===== src/rtl/xc_malu_mul_seq.sv =====
// Iterative shift-add / carry-less multiplier for the MALU, BITS_PER_STEP bits per cycle.
// Define XC_MALU_MUL_CLMULR_EN to enable clmulr on op 6 (otherwise op 6 is reserved).
module xc_malu_mul_seq #(
  parameter int XLEN          = 32,
  parameter int BITS_PER_STEP = 1
) (
  input  logic            g_clk,
  input  logic            g_reset,
  input  logic            valid,
  input  logic            flush,
  input  logic [2:0]      op,
  input  logic [XLEN-1:0] rs1,
  input  logic [XLEN-1:0] rs2,
  output logic            busy,
  output logic            ready,
  output logic [XLEN-1:0] result
);

  localparam int N  = XLEN / BITS_PER_STEP;
  localparam int CW = (N > 1) ? $clog2(N) : 1;
  localparam int AW = 2 * XLEN + 1;
  localparam logic [CW-1:0] LAST = CW'(N - 1);

  typedef enum logic [1:0] {
    S_IDLE,
    S_BUSY,
    S_DONE
  } state_e;

  state_e          state_q, state_d;
  logic [2:0]      op_q, op_d;
  logic [XLEN:0]   md_q, md_d;
  logic [XLEN-1:0] mr_q, mr_d;
  logic [AW-1:0]   acc_q, acc_d;
  logic [CW-1:0]   cnt_q, cnt_d;

  logic            in_s1;
  logic            q_s2;
  logic            q_cl;
  logic [AW-1:0]   step_acc;
  logic [XLEN+1:0] sum;
  logic [XLEN+1:0] addend;
  logic [XLEN-1:0] res_sel;

  // Multiplicand is sign-extended at capture for mulh / mulhsu.
  always_comb begin
    in_s1 = 1'b0;
    case (op)
      3'd1, 3'd2: in_s1 = 1'b1;
      default:    in_s1 = 1'b0;
    endcase
  end

  always_comb begin
    q_s2 = 1'b0;
    q_cl = 1'b0;
    case (op_q)
      3'd1:       q_s2 = 1'b1;
      3'd4, 3'd5: q_cl = 1'b1;
`ifdef XC_MALU_MUL_CLMULR_EN
      3'd6:       q_cl = 1'b1;
`endif
      default: begin
        q_s2 = 1'b0;
        q_cl = 1'b0;
      end
    endcase
  end

  // Upper half is widened by one bit so the add cannot overflow before the shift.
  always_comb begin
    step_acc = acc_q;
    sum      = '0;
    addend   = {md_q[XLEN], md_q};
    for (int b = 0; b < BITS_PER_STEP; b++) begin
      sum = {step_acc[AW-1], step_acc[AW-1:XLEN]};
      if (mr_q[b]) begin
        if (q_cl) begin
          sum = sum ^ addend;
        end else if (q_s2 && (cnt_q == LAST) && (b == BITS_PER_STEP - 1)) begin
          sum = sum - addend;
        end else begin
          sum = sum + addend;
        end
      end
      step_acc = {sum, step_acc[XLEN-1:1]};
    end
  end

  always_comb begin
    state_d = state_q;
    op_d    = op_q;
    md_d    = md_q;
    mr_d    = mr_q;
    acc_d   = acc_q;
    cnt_d   = cnt_q;
    case (state_q)
      S_IDLE: begin
        if (valid && !flush) begin
          state_d = S_BUSY;
          op_d    = op;
          md_d    = {in_s1 & rs1[XLEN-1], rs1};
          mr_d    = rs2;
          acc_d   = '0;
          cnt_d   = '0;
        end
      end
      S_BUSY: begin
        if (flush) begin
          state_d = S_IDLE;
        end else begin
          acc_d = step_acc;
          mr_d  = mr_q >> BITS_PER_STEP;
          cnt_d = cnt_q + CW'(1);
          if (cnt_q == LAST) begin
            state_d = S_DONE;
          end
        end
      end
      S_DONE:  state_d = S_IDLE;
      default: state_d = S_IDLE;
    endcase
  end

  always_comb begin
    res_sel = '0;
    case (op_q)
      3'd0, 3'd4:             res_sel = acc_q[XLEN-1:0];
      3'd1, 3'd2, 3'd3, 3'd5: res_sel = acc_q[2*XLEN-1:XLEN];
`ifdef XC_MALU_MUL_CLMULR_EN
      3'd6:                   res_sel = acc_q[2*XLEN-2:XLEN-1];
`endif
      default:                res_sel = '0;
    endcase
  end

  always_ff @(posedge g_clk) begin
    if (g_reset) begin
      state_q <= S_IDLE;
      op_q    <= '0;
      md_q    <= '0;
      mr_q    <= '0;
      acc_q   <= '0;
      cnt_q   <= '0;
    end else begin
      state_q <= state_d;
      op_q    <= op_d;
      md_q    <= md_d;
      mr_q    <= mr_d;
      acc_q   <= acc_d;
      cnt_q   <= cnt_d;
    end
  end

  assign busy   = (state_q != S_IDLE);
  assign ready  = (state_q == S_DONE) && !flush && !g_reset;
  assign result = ready ? res_sel : '0;

endmodule


===== config.mk =====
export PLATFORM = sky130hd
export DESIGN_NAME = xc_malu_mul_seq
export DESIGN_NICKNAME = d
export VERILOG_FILES = /design/src/rtl/xc_malu_mul_seq.sv
export SDC_FILE = /design/constraint.sdc
export NUM_CORES = 1
export LEC_CHECK = 0
export ABC_AREA = 1
export CAP_MARGIN = 20
export CORE_MARGIN = 4
export CORE_UTILIZATION = 55
export CTS_CLUSTER_DIAMETER = 30
export DETAILED_ROUTE_END_ITERATION = 10
export PLACE_DENSITY = 0.81
export SKIP_LAST_GASP = 1
export SLEW_MARGIN = 20
export SYNTH_ARGS = -nofsm -noshare
export SYNTH_HDL_FRONTEND = slang
export SYNTH_SLANG_ARGS = --single-unit

===== constraint.sdc =====
create_clock -name g_clk -period 4.45 [get_ports g_clk]
set_clock_uncertainty 0.2 [all_clocks]
set_input_delay 0.89 -clock g_clk [delete_from_list [all_inputs] [get_ports g_clk]]
set_output_delay 0.89 -clock g_clk [all_outputs]
set_load 0.005 [all_outputs]

==> Yosys cells after proc, flatten, opt, wreduce, memory -nomap -nowiden <==
Cells that the tools add are included.
{ "word_totals": {"reg_bits": 140, "in_bits": 71, "elab_cells": 65} }
{ "classes": {"n_addsub": 3, "eq_ne": 14, "mux": 21, "bitwise_logic": 2, "reduce_logical": 18} }
{ "op_table": {"columns": ["op", "count"], "rows": [
  ["two-way mux 65 bit", 2],
  ["one-hot mux 65 bit (2 select lines)", 1],
  ["one-hot mux 32 bit (2 select lines)", 2],
  ["two-way mux 34 bit", 3],
  ["two-way mux 32 bit", 3],
  ["adder 33 x 33 -> 34 bit", 1],
  ["subtractor 33 x 33 -> 34 bit", 1],
  ["XOR 34 bit", 1],
  ["two-way mux 5 bit", 2],
  ["one-hot mux 5 bit (2 select lines)", 1],
  ["equality test 3 x 2 -> 1 bit, second input constant", 3],
  ["equality test 3 x 1 -> 1 bit, second input constant", 2],
  ["equality test 3 bit, second input constant", 2],
  ["two-way mux 2 bit", 3],
  ["!= test 2 bit, second input constant", 3],
  ["OR reduction 2 bit", 3],
  ["adder 5 x 1 -> 5 bit, second input constant", 1],
  ["equality test 5 bit, second input constant", 1],
  ["logical AND 1 bit", 4],
  ["one-hot mux 2 bit (2 select lines)", 1],
  ["AND reduction 2 bit", 2],
  ["AND reduction 4 bit", 1],
  ["nonzero test 2 bit", 2],
  ["OR reduction 4 bit", 1],
  ["other kinds (9)", 12]
]} }

==> Depth between registers and ports, before layout <==
{ "depth": {"depth_word": 8, "ltp_mapped": 26} }

==> Least setup slack after synthesis <==
OpenSTA, ideal clock, no wires.
{ "synth_timing": {"path_kind": "reg-to-reg", "from": "reg cnt_q[0]", "to": "reg acc_q[47]", "setup_ps": 132, "arrival_time_ps": 3086, "required_time_ps": 4118, "path_slack_ps": 1032, "stages_incl_launch_ff": 24, "path_buffers": 2, "path_cell_list": "dfxtp_1 > ha_1 > inv_1 > nor3_1 > ha_1 > nand4_1 > buf_2 > clkbuf_1 > o31ai_1 > xnor2_1 > inv_1 > ha_1 > inv_1 > nand2_1 > and2_1 > nand2_1 > nand2_1 > nand2_1 > nand2_1 > or2_2 > nand3_1 > nand3_1 > nand2_1 > a21oi_1"} }
{ "synth_via": {"elab_chain_len": 7} }
{ "synth_lines": {"columns": ["item", "line", "source"], "rows": [
  ["from (decl)", "35", "logic [CW-1:0] cnt_q, cnt_d;"],
  ["from (signal assigned)", "151", "cnt_q <= cnt_d;"],
  ["equality test 5 bit", "80", "end else if (q_s2 && (cnt_q == LAST) && (b == BITS_PER_STEP - 1)) begin"],
  ["logical AND 1 bit", "80", null],
  ["two-way mux 34 bit", "80", null],
  ["two-way mux 34 bit", "78", "if (q_cl) begin"],
  ["two-way mux 34 bit", "77", "if (mr_q[b]) begin"],
  ["two-way mux 65 bit", "109", "if (flush) begin"],
  ["one-hot mux 65 bit (2 select lines)", "97", "case (state_q)"],
  ["to (signal assigned)", "143", "acc_q <= '0;"],
  ["to (signal assigned)", "150", "acc_q <= acc_d;"],
  ["to (decl)", "34", "logic [AW-1:0] acc_q, acc_d;"]
]} }
Every way passes these cells. The select of a mux whose other input is x is not followed.
A chain may end at the register's enable or synchronous reset.

==> Worst setup path in the final report <==
{ "layout_timing": {"from": "reg op_q[1]", "to": "out result[14]"} }
{ "layout_via": {"elab_chain_len": 4} }
{ "layout_lines": {"columns": ["item", "line", "source"], "rows": [
  ["from (decl)", "31", "logic [2:0] op_q, op_d;"],
  ["from (signal assigned)", "147", "op_q <= op_d;"],
  ["equality test 3 x 1 -> 1 bit (tied with other cells)", "127", "case (op_q)"],
  ["OR reduction 4 bit or OR reduction 2 bit (tied branches)", "127", null],
  ["one-hot mux 32 bit (2 select lines) *", "127", null],
  ["two-way mux 32 bit *", "157", "assign result = ready ? res_sel : '0;"],
  ["to (decl)", "16", "output logic [XLEN-1:0] result"]
]} }
Every way passes the cells marked *; elsewhere a longest branch is shown, timed or not.

==> impl_metrics.json <==
{
  "grt_use_total": 0.2941,
  "place_ws_ns": 0.4891,
  "dr.pass1.iters": 7,
  "place.gp.congestion": 1.013,
  "cts.clk_slew.worst_paths_ns": 0.06,
  "outcome": "complete, no violations",
  "drt_iter0_markers": 968,
  "diodes": 0,
  "r2r_setup_slack_ns": 0.39,
  "fmax_ghz": 0.2364,
  "drc_errors": 0,
  "yosysTopAreaCell": "dfxtp_1",
  "hold_end": "acc_q[5]",
  "hold_depth": 2,
  "hp-start": "acc_q[5]",
  "nFillCells": 1516,
  "initial_core_util": 0.5679,
  "r2r_end": "acc_q[56]",
  "chipHeight_um": 139.6,
  "postCtsSetupBuffers": 0,
  "critPathCaptureType": "output pin",
  "nets": 1654,
  "grt_pass1_wl_um": 47510,
  "synthCells": 1485,
  "yosys_warnings": 0,
  "cp_num_buf_inv": 2,
  "ir_drop_v": 0.0002676,
  "reg2reg_depth": 23,
  "startpoint_type": "flip-flop",
  "cts_made_buffers": 17,
  "rsz0062_at_grt": "no",
  "fin_crit_sh": 0.9505,
  "worstPathRequired_ns": 3.36,
  "yosysTopAreaCellShare": 0.2945,
  "antenna_found_initial": 0,
  "netlist_top_cells_area": "dfxtp_1 (29%), nand2_1 (13%), a21oi_1 (9.7%), inv_1 (6.9%), o21ai_0 (6.2%)",
  "clk_latency_ns": 0.42,
  "slowest_delay_ns": 0.64,
  "cts_hold_buffers": 0,
  "synth_cell_type_count": 47,
  "core.rowCount": 47,
  "crit_arrival_ns": 3.14,
  "relSlewSlack": 0.4072,
  "coreArea_mm2": 0.01676,
  "synth_nets": 1593,
  "path_cells": "or2_2, nand2_1, o22ai_1, inv_1, nor2_1, clkdlybuf4s50_1",
  "htreeDepth": 4,
  "grt_max_degree": 67,
  "powerDensity_mw_per_mm2": 311.7,
  "setup_violations": 0,
  "drt-total-wl_um": 29370,
  "drv_cap": 0,
  "area_growth_pct": 18.11,
  "routed_via_density": 5.799,
  "hp-class": "flip-flop to flip-flop",
  "cts_buffer_depth": 2,
  "ios": 105,
  "root_buffer": "clkbuf_16",
  "maxSlewViolCount": 0,
  "hpwl_um": 21750,
  "place_area_mm2": 0.01065,
  "dieWidth_um": 139.6,
  "overflow": 0,
  "yosys_register_bits": 140,
  "worst_pin_slew_ns": 0.8871,
  "post_cts_resized": 0,
  "post-route-util": 0.6708,
  "vias": 10310,
  "cts.sinks": 140,
  "setup-tns-final_ns": 0,
  "drive_above_1_share": 0.05135,
  "cp_slowest_cell": "nand2_1",
  "io_buffers": 104,
  "r2r_start": "cnt_q[1]",
  "die_area_mm2": 0.01947,
  "crit_family": "simple AND/OR/NAND/NOR gates",
  "wire_per_inst_um": 16.52,
  "design_area_mm2": 0.01124,
  "ys_seq_area_frac": 0.2945,
  "crit_type": "flip-flop to output pin",
  "cp_max_fo": 42,
  "fin_hold_ws_ns": 0.2606,
  "period_minus_slack_ns": 4.230,
  "cts_tree": "done",
  "avgSynthCellArea_um2": 6.409,
  "fin_ws_ns": 0.2204,
  "hold_viol": 0,
  "syn_area_mm2": 0.009518,
  "grt_pass1_vias": 9487,
  "cp.depth": 6,
  "ant_nets": 0,
  "leakagePower_nw": 4.423
}
[sequential cells by signal (all words and copies together) (netlist names)]
name,flops
cnt_q,5
state_q,2
md_q,33
acc_q,65
mr_q,32
op_q,3
[cell usage in the layout (no fill, tap or decap), types with 14 or more instances in the layout]
master           netlist  routed
nand2_1              342     341
a21oi_1              185     185
inv_1                174     173
dfxtp_1              140     140
nor2_1               128     127
o21ai_0              117     117
clkdlybuf4s50_1        0     103
nand3_1               58      58
xor2_1                43      43
ha_1                  36      36
a31oi_1               33      33
o32ai_1               24      24
o22ai_1               22      22
clkbuf_16              0      17
or2_2                 14      14
xnor2_1               14      14
[where the power goes]
group / switching [W] / internal [W]
clock network: 0.000574 / 0.000858
registers: 0.0000491 / 0.00131
logic: 0.000456 / 0.000262
total: 0.00108 / 0.00243
[layout make-up]
class                      instances  area (um2)  share of cell area
tap                              220       275.3             0.02449
clock inverter                    12       138.9             0.01235
clock buffer                      19       452.9             0.04029
timing repair buffer             118        1154              0.1026
inverter                         179       671.9             0.05977
sequential                       140        2803              0.2493
multi-input combinational       1090        5747              0.5112
[layer usage]
layer,global-route usage,share of wire,up-vias
met4,0.07649,0.018,0
li1,-,-,5054
met5,0,0,-
met2,0.4534,0.43,526
met1,0.4216,0.44,4683
met3,0.06038,0.11,47
[worst max path at each step]
stage,start,end
floorplan,cnt_q[0],acc_q[47]
global placement,cnt_q[1],acc_q[62]
detailed placement,cnt_q[1],acc_q[62]
CTS,op_q[1],result[14]
global route,cnt_q[1],acc_q[62]
finish,op_q[1],result[14]
[cells in the mapped netlist (all sizes together)]
cell	n
nand2	343
a21oi	186
inv	178
dfxtp	140
nor2	132
o21ai	122
clkbuf	59
nand3	59
xor2	43
ha	36
a31oi	33
o32ai	24
o22ai	22
buf	17
nor3	14
or2	14
xnor2	14
o211ai	11
nand4	9
a22oi	4
o21a	4
nand3b	3
o21bai	3
a211oi	2
nor4	2
o31ai	2
a21boi	1
a21o	1
and2	1
clkinv	1
fa	1
nor3b	1
o221ai	1
o311ai	1
o41ai	1
[worst register-to-register path, stage by stage, from the launching register on]
cell,delay (ns)
dfxtp_1,0.36
ha_1,0.15
inv_1,0.05
nor3_1,0.14
ha_1,0.25
nand4_1,0.18
inv_1,0.42
or2_2,0.21
xnor2_1,0.12
inv_1,0.06
ha_1,0.35
a21oi_1,0.24
nand2_1,0.08
nand2_1,0.06
nand3_1,0.16
nand2_1,0.13
nand2_1,0.15
nand2_1,0.11
nand2_1,0.09
nand2_1,0.07
nand2_1,0.04
o21ai_0,0.19
nand2_1,0.07
a21oi_1,0.11
[metrics by stage]
step           power, W  instances
5_1_grt        0.003645       1778
3_3_place_gp   0.002069       1747
3_5_place_dp   0.002075       1747
4_1_cts        0.003494       1778
6_report       0.003505       1778
2_1_floorplan  0.001860       1485
[logic make-up after synthesis]
logic type | count (synthesis) | share of synthesized area
flip-flops | 140 | 0.2945
adder cells (fa/ha/maj) | 37 | 0.04943
buffers and inverters | 255 | 0.1028
AO/OA/AOI/OAI | 418 | 0.2500
XOR/XNOR | 57 | 0.05245
AND/OR/NAND/NOR | 578 | 0.2508
No activity file was read; power rests on OpenSTA's default activity.
==> variant 1: new RTL, same flow settings <==
The option `XC_MALU_MUL_CLMULR_EN` is turned on by a define.
--- a/src/rtl/xc_malu_mul_seq.sv
+++ b/src/rtl/xc_malu_mul_seq.sv
@@ -1,5 +1,7 @@
 // Iterative shift-add / carry-less multiplier for the MALU, BITS_PER_STEP bits per cycle.
 // Define XC_MALU_MUL_CLMULR_EN to enable clmulr on op 6 (otherwise op 6 is reserved).
+`define XC_MALU_MUL_CLMULR_EN
+
 module xc_malu_mul_seq #(
   parameter int XLEN          = 32,
   parameter int BITS_PER_STEP = 1
Formal check against the unedited RTL: no difference found for any inputs over 10 cycles, from zero or initial values and one cycle with g_reset high; that may be too few to reach the edited logic, so the function may still have changed.
==> variant 1 against the original RTL <==
  * Synthesized area increased by 3.3%
  * Via count increased by 4.0%
  * Worst setup slack improved by 0.19 ns
  * Cell area increased by 2.8%
  * Non-clock buffer count increased by 5
  * Power increased by 1.4%
  * Sequential cell count unchanged
  * Routed wire length increased by 8.8%
  * Maximum frequency increased by 4.7%
  * Critical path type is now register to register
  * Largest power group unchanged
  * Highest routed layer unchanged
==> variant 1: results (changes against the original RTL) <==
Parameter                              Value

Synthesis
  Leading cell types by total area after synthesis    sky130_fd_sc_hd__dfxtp_1 (29%), sky130_fd_sc_hd__nand2_1 (13%), sky130_fd_sc_hd__a21oi_1 (7.4%) (was sky130_fd_sc_hd__dfxtp_1 (29%), sky130_fd_sc_hd__nand2_1 (13%), sky130_fd_sc_hd__a21oi_1 (9.7%))
  Number of distinct standard cells referenced by the synthesized netlist    51 (was 47)
  Synthesized-area fraction occupied by xor and xnor cells    6.24% (was 5.25%)
  Sequential fraction of the synthesis area    28.5% (was 29.4%)
  Fraction of the mapped netlist area in compound gates    23.8% (was 25.0%)
  Multiplexer share of the synthesized area    0% (unchanged)
  Nets in the synthesized netlist    1632 (was 1593)
  Arithmetic-cell share of the synthesized area counting full adders, half adders and majority gates    4.79% (was 4.94%)
  Most common library cells after synthesis    sky130_fd_sc_hd__nand2_1 (347), sky130_fd_sc_hd__inv_1 (175), sky130_fd_sc_hd__a21oi_1 (145) (was sky130_fd_sc_hd__nand2_1 (342), sky130_fd_sc_hd__a21oi_1 (185), sky130_fd_sc_hd__inv_1 (174))

Setup path
  Crit-path slowest cell    sky130_fd_sc_hd__dfxtp_1 (was sky130_fd_sc_hd__nand2_1)
  R2R Path End    acc_q[64]$_SDFFE_PP0P_ (was acc_q[56]$_SDFFE_PP0P_)
  Crit path max-delay family    compound AO/OA/AOI/OAI gates (was simple AND/OR/NAND/NOR gates)
  Worst r2r path cells    24 (was 23)
  Crit. Startpoint    cnt_q[1]$_SDFFE_PP0P_ (was op_q[1]$_SDFFE_PP0P_)
  Data arrival time of the critical path    4.20 ns (was 3.14 ns)
  Register-to-register setup slack    0.41 ns (was 0.39 ns)
  Biggest cell delay along the critical path    0.36 ns (was 0.64 ns)

Hold path
  Hold path startpoint    mr_q[31]$_SDFFE_PP0P_ (was acc_q[5]$_SDFFE_PP0P_)
  Hold Path Class    register to register (unchanged)
  End of the worst hold path    mr_q[31]$_SDFFE_PP0P_ (was acc_q[5]$_SDFFE_PP0P_)

Clock tree
  Total clock buffers created by CTS    17 (unchanged)
  Clock insertion delay at the later pin of the skew report    0.44 ns (was 0.42 ns)

Route
  First drt pass iteration count    6 (was 7)
  Mean routed wirelength per cell    17.5 um (was 16.5 um)
  Number of DRC markers in iteration 0    1086 (was 968)
  Vias    10700 (was 10300)

STA
  Relative slew slack    25.5% (was 40.7%)
  Worst hold slack after final layout    0.262 ns (was 0.261 ns)

Global routing
  GRT Util Overall    31.3% (was 29.4%)
  Via count of the first global-routing pass    10200 (was 9487)
  Largest net degree at the start of global routing    71 (was 67)
  Global-route wire length before repair    50600 um (was 47500 um)

Place
  Weighted congestion at the end of routability-driven global placement    1.03 (was 1.01)
  Total half-perimeter wirelength after legalization and detailed placement    23000 um (was 21800 um)

Pwr
  Lkg Pwr    4.98 nW (was 4.42 nW)
  Highest ir drop seen on vdd    316 uV (was 268 uV)

Layout
  Final net count    1695 (was 1654)
  Ratio of cells with drive above 1 in the final layout    5.81% (was 5.13%)

Run status
  Outcome    finished clean (unchanged)
[variant 1: cell count changes in the layout (fill, tap and decap cells not counted), sizes merged, moves of 6 or more]
| cell | before | now |
|---|---|---|
| a21oi | 186 | 146 |
| inv | 180 | 192 |
| nand2 | 343 | 353 |
| nand3 | 59 | 83 |
| nor2 | 132 | 145 |
| o211ai | 11 | 18 |
| o21ai | 122 | 128 |
| o221ai | 1 | 18 |
| o22ai | 22 | 12 |
| or2 | 14 | 5 |
| xnor2 | 14 | 20 |
| xor2 | 43 | 50 |
[variant 1: layout make-up]
type | instances | area (sq um)
repair buffers | 123 | 1180
clock inverters | 14 | 148
clock buffers | 18 | 439
inverters | 186 | 698
well taps | 225 | 282
flip-flops and latches | 140 | 2800
multi-input cells | 1119 | 6010
fillers | 1539 | 5860
[variant 1: worst max path at each step]
stage	end	slack [ns]	cells past startpoint
after detailed placement	acc_q[64]$_SDFFE_PP0P_	0.35	23
after floorplan	acc_q[64]$_SDFFE_PP0P_	1.06	24
final	acc_q[64]$_SDFFE_PP0P_	0.41	24
after global placement	acc_q[64]$_SDFFE_PP0P_	0.47	22
after CTS	acc_q[64]$_SDFFE_PP0P_	0.27	23
after global routing	acc_q[64]$_SDFFE_PP0P_	0.07	24
[variant 1: metrics by stage]
stage               total power [W]  worst slack, ns  cells  instance area (sq um)  utilization [%]
floorplan                   0.00188             1.06   1524                   9830                -
global placement            0.00211            0.470   1791                  11000             62.9
detailed placement          0.00211            0.355   1791                  11000             62.9
CTS                         0.00354            0.274   1823                  11500             66.3
global route                0.00368           0.0720   1825                  11600             66.4
finish                      0.00355            0.411   1825                  11600             66.4
[variant 1: power breakdown]
group          internal (W)  leakage, nW  total, W  switching, W
sequential          0.00131         1.14   0.00136     0.0000540
combinational      0.000275         3.56  0.000747      0.000472
clock              0.000806        0.280   0.00145      0.000642
[variant 1: logic make-up after synthesis]
group / count (synthesis)
xor gates and xnor gates: 70
and+or+nand+nor: 614
adders and majority gates: 37
DFF: 140
AOI/OAI and AO/OA: 398
buffers and inverters: 265
[variant 1: metal layers]
metal / vias up / global-route usage, % / wire [um]
met5: - / 0 / 0
met4: 0 / 15.8 / 1560
met3: 103 / 6.24 / 2590
met2: 548 / 51.2 / 14700
met1: 4864 / 39.2 / 13100
li1: 5208 / - / -
==> variant 2: new RTL, config.mk and constraints unchanged <==
Without the edit above. Encoding of `state_e`: now one-hot (3 bits for 3 states).
--- a/src/rtl/xc_malu_mul_seq.sv
+++ b/src/rtl/xc_malu_mul_seq.sv
@@ -21,10 +21,10 @@
   localparam int AW = 2 * XLEN + 1;
   localparam logic [CW-1:0] LAST = CW'(N - 1);
 
-  typedef enum logic [1:0] {
-    S_IDLE,
-    S_BUSY,
-    S_DONE
+  typedef enum logic [2:0] {
+    S_IDLE = 3'b001,
+    S_BUSY = 3'b010,
+    S_DONE = 3'b100
   } state_e;
 
   state_e          state_q, state_d;
Behaviour: no difference found for any inputs over 10 cycles, from zero or initial values and one cycle with g_reset high; not proved beyond that.
==> variant 2 against the original RTL <==
  * Worst setup slack gained 0.16 ns
  * Critical path depth increased by 2
  * Count of clock-buffer cells in the layout shrank 1
  * Routed wire length is 0.34% lower
  * Synthesized area about the same
  * Sequential cell count increased by 1
  * Critical path type is now input port to output port
  * Cell area is 0.70% higher
Power is not compared: it rests on default switching activity, and its combinational part moved more than twofold at a synthesized area within 25%.
==> variant 2: results (changes against the original RTL) <==
Parameter                              Value

Run status
  Outcome    finished clean (unchanged)

Route
  First drt pass iteration count    6 (was 7)
  Number of DRC markers in iteration 0    1065 (was 968)
  Mean routed wirelength per cell    16.3 um (was 16.5 um)
  Mean number of vias per cell    5.75 (was 5.80)
  Vias    10300 (about the same)

Synthesis
  Nets in the synthesized netlist    1606 (was 1593)
  Most common library cells after synthesis    sky130_fd_sc_hd__nand2_1 (365), sky130_fd_sc_hd__a21oi_1 (200), sky130_fd_sc_hd__nor2_1 (161) (was sky130_fd_sc_hd__nand2_1 (342), sky130_fd_sc_hd__a21oi_1 (185), sky130_fd_sc_hd__inv_1 (174))
  Cells after synthesis    1498 (was 1485)
  Leading cell types by total area after synthesis    sky130_fd_sc_hd__dfxtp_1 (30%), sky130_fd_sc_hd__nand2_1 (14%), sky130_fd_sc_hd__a21oi_1 (11%) (was sky130_fd_sc_hd__dfxtp_1 (29%), sky130_fd_sc_hd__nand2_1 (13%), sky130_fd_sc_hd__a21oi_1 (9.7%))
  Fraction of the mapped netlist area in compound gates    22.3% (was 25.0%)
  Number of distinct standard cells referenced by the synthesized netlist    41 (was 47)
  Synthesized-area fraction occupied by xor and xnor cells    6.44% (was 5.25%)

Setup path
  Data arrival time of the critical path    2.98 ns (was 3.14 ns)
  R2R Path End    acc_q[55]$_SDFFE_PP0P_ (was acc_q[56]$_SDFFE_PP0P_)
  Biggest cell delay along the critical path    0.55 ns (was 0.64 ns)
  Crit. Startpoint    flush (was op_q[1]$_SDFFE_PP0P_)
  Worst-path maximum fanout    21 (was 42)
  Register-to-register setup slack    0.51 ns (was 0.39 ns)

Place
  Total half-perimeter wirelength after legalization and detailed placement    21700 um (was 21800 um)
  Post-Place Setup Slack    0.433 ns (was 0.489 ns)
  Cell area reported after detailed placement    10700 sq um (about the same)
  Weighted congestion at the end of routability-driven global placement    1.00 (was 1.01)
  Number of placed instances with taps included    1763 (was 1747)

Global routing
  GRT Util Overall    29.3% (was 29.4%)
  Via count of the first global-routing pass    9461 (was 9487)
  Global-route wire length before repair    47300 um (was 47500 um)
  Initial antenna violation count    1 (was 0)
  Largest net degree at the start of global routing    74 (was 67)

STA
  Worst hold slack after final layout    0.269 ns (was 0.261 ns)
  Relative slew slack    25.7% (was 40.7%)

Layout
  Layout filler cell count    1500 (was 1516)
  Final net count    1670 (was 1654)

Hold path
  End of the worst hold path    mr_q[31]$_SDFFE_PP0P_ (was acc_q[5]$_SDFFE_PP0P_)
  Hold path startpoint    mr_q[31]$_SDFFE_PP0P_ (was acc_q[5]$_SDFFE_PP0P_)
variant 2: what timing repair did:
| item | in CTS | in global routing |
|---|---|---|
| resized for setup | 0 | 3 |
| hold buffers | 0 | 0 |
| setup endpoints to repair | 0 | 1 |
variant 2: area by class of cell:
cell class / instances / area, sq um / share of cell area [%]
multi-input cells: 1169 / 5970 / 52.7
flip-flops and latches: 141 / 2820 / 24.9
repair buffers: 125 / 1210 / 10.7
clock buffers: 18 / 439 / 3.88
inverters: 108 / 408 / 3.60
well taps: 220 / 275 / 2.43
clock inverters: 13 / 200 / 1.77
variant 2: per-layer routing:
layer  routed length [um]  up-vias  global-route usage (%)  part of all wire, %
li1                     -     5127                       -                    -
met1                12600     4631                    40.3                   43
met2                13200      501                    46.2                   45
met3                 2850       57                    6.21                  9.7
met4                  613        2                    8.91                  2.1
met5                   13        -                       0                0.044
variant 2: critical path: cells and delay by family:
family	cells	cell delay (ns)
buffers and inverters	4	1.44
AND/OR/NAND/NOR	3	0.42
AO/OA/AOI/OAI	1	0.23
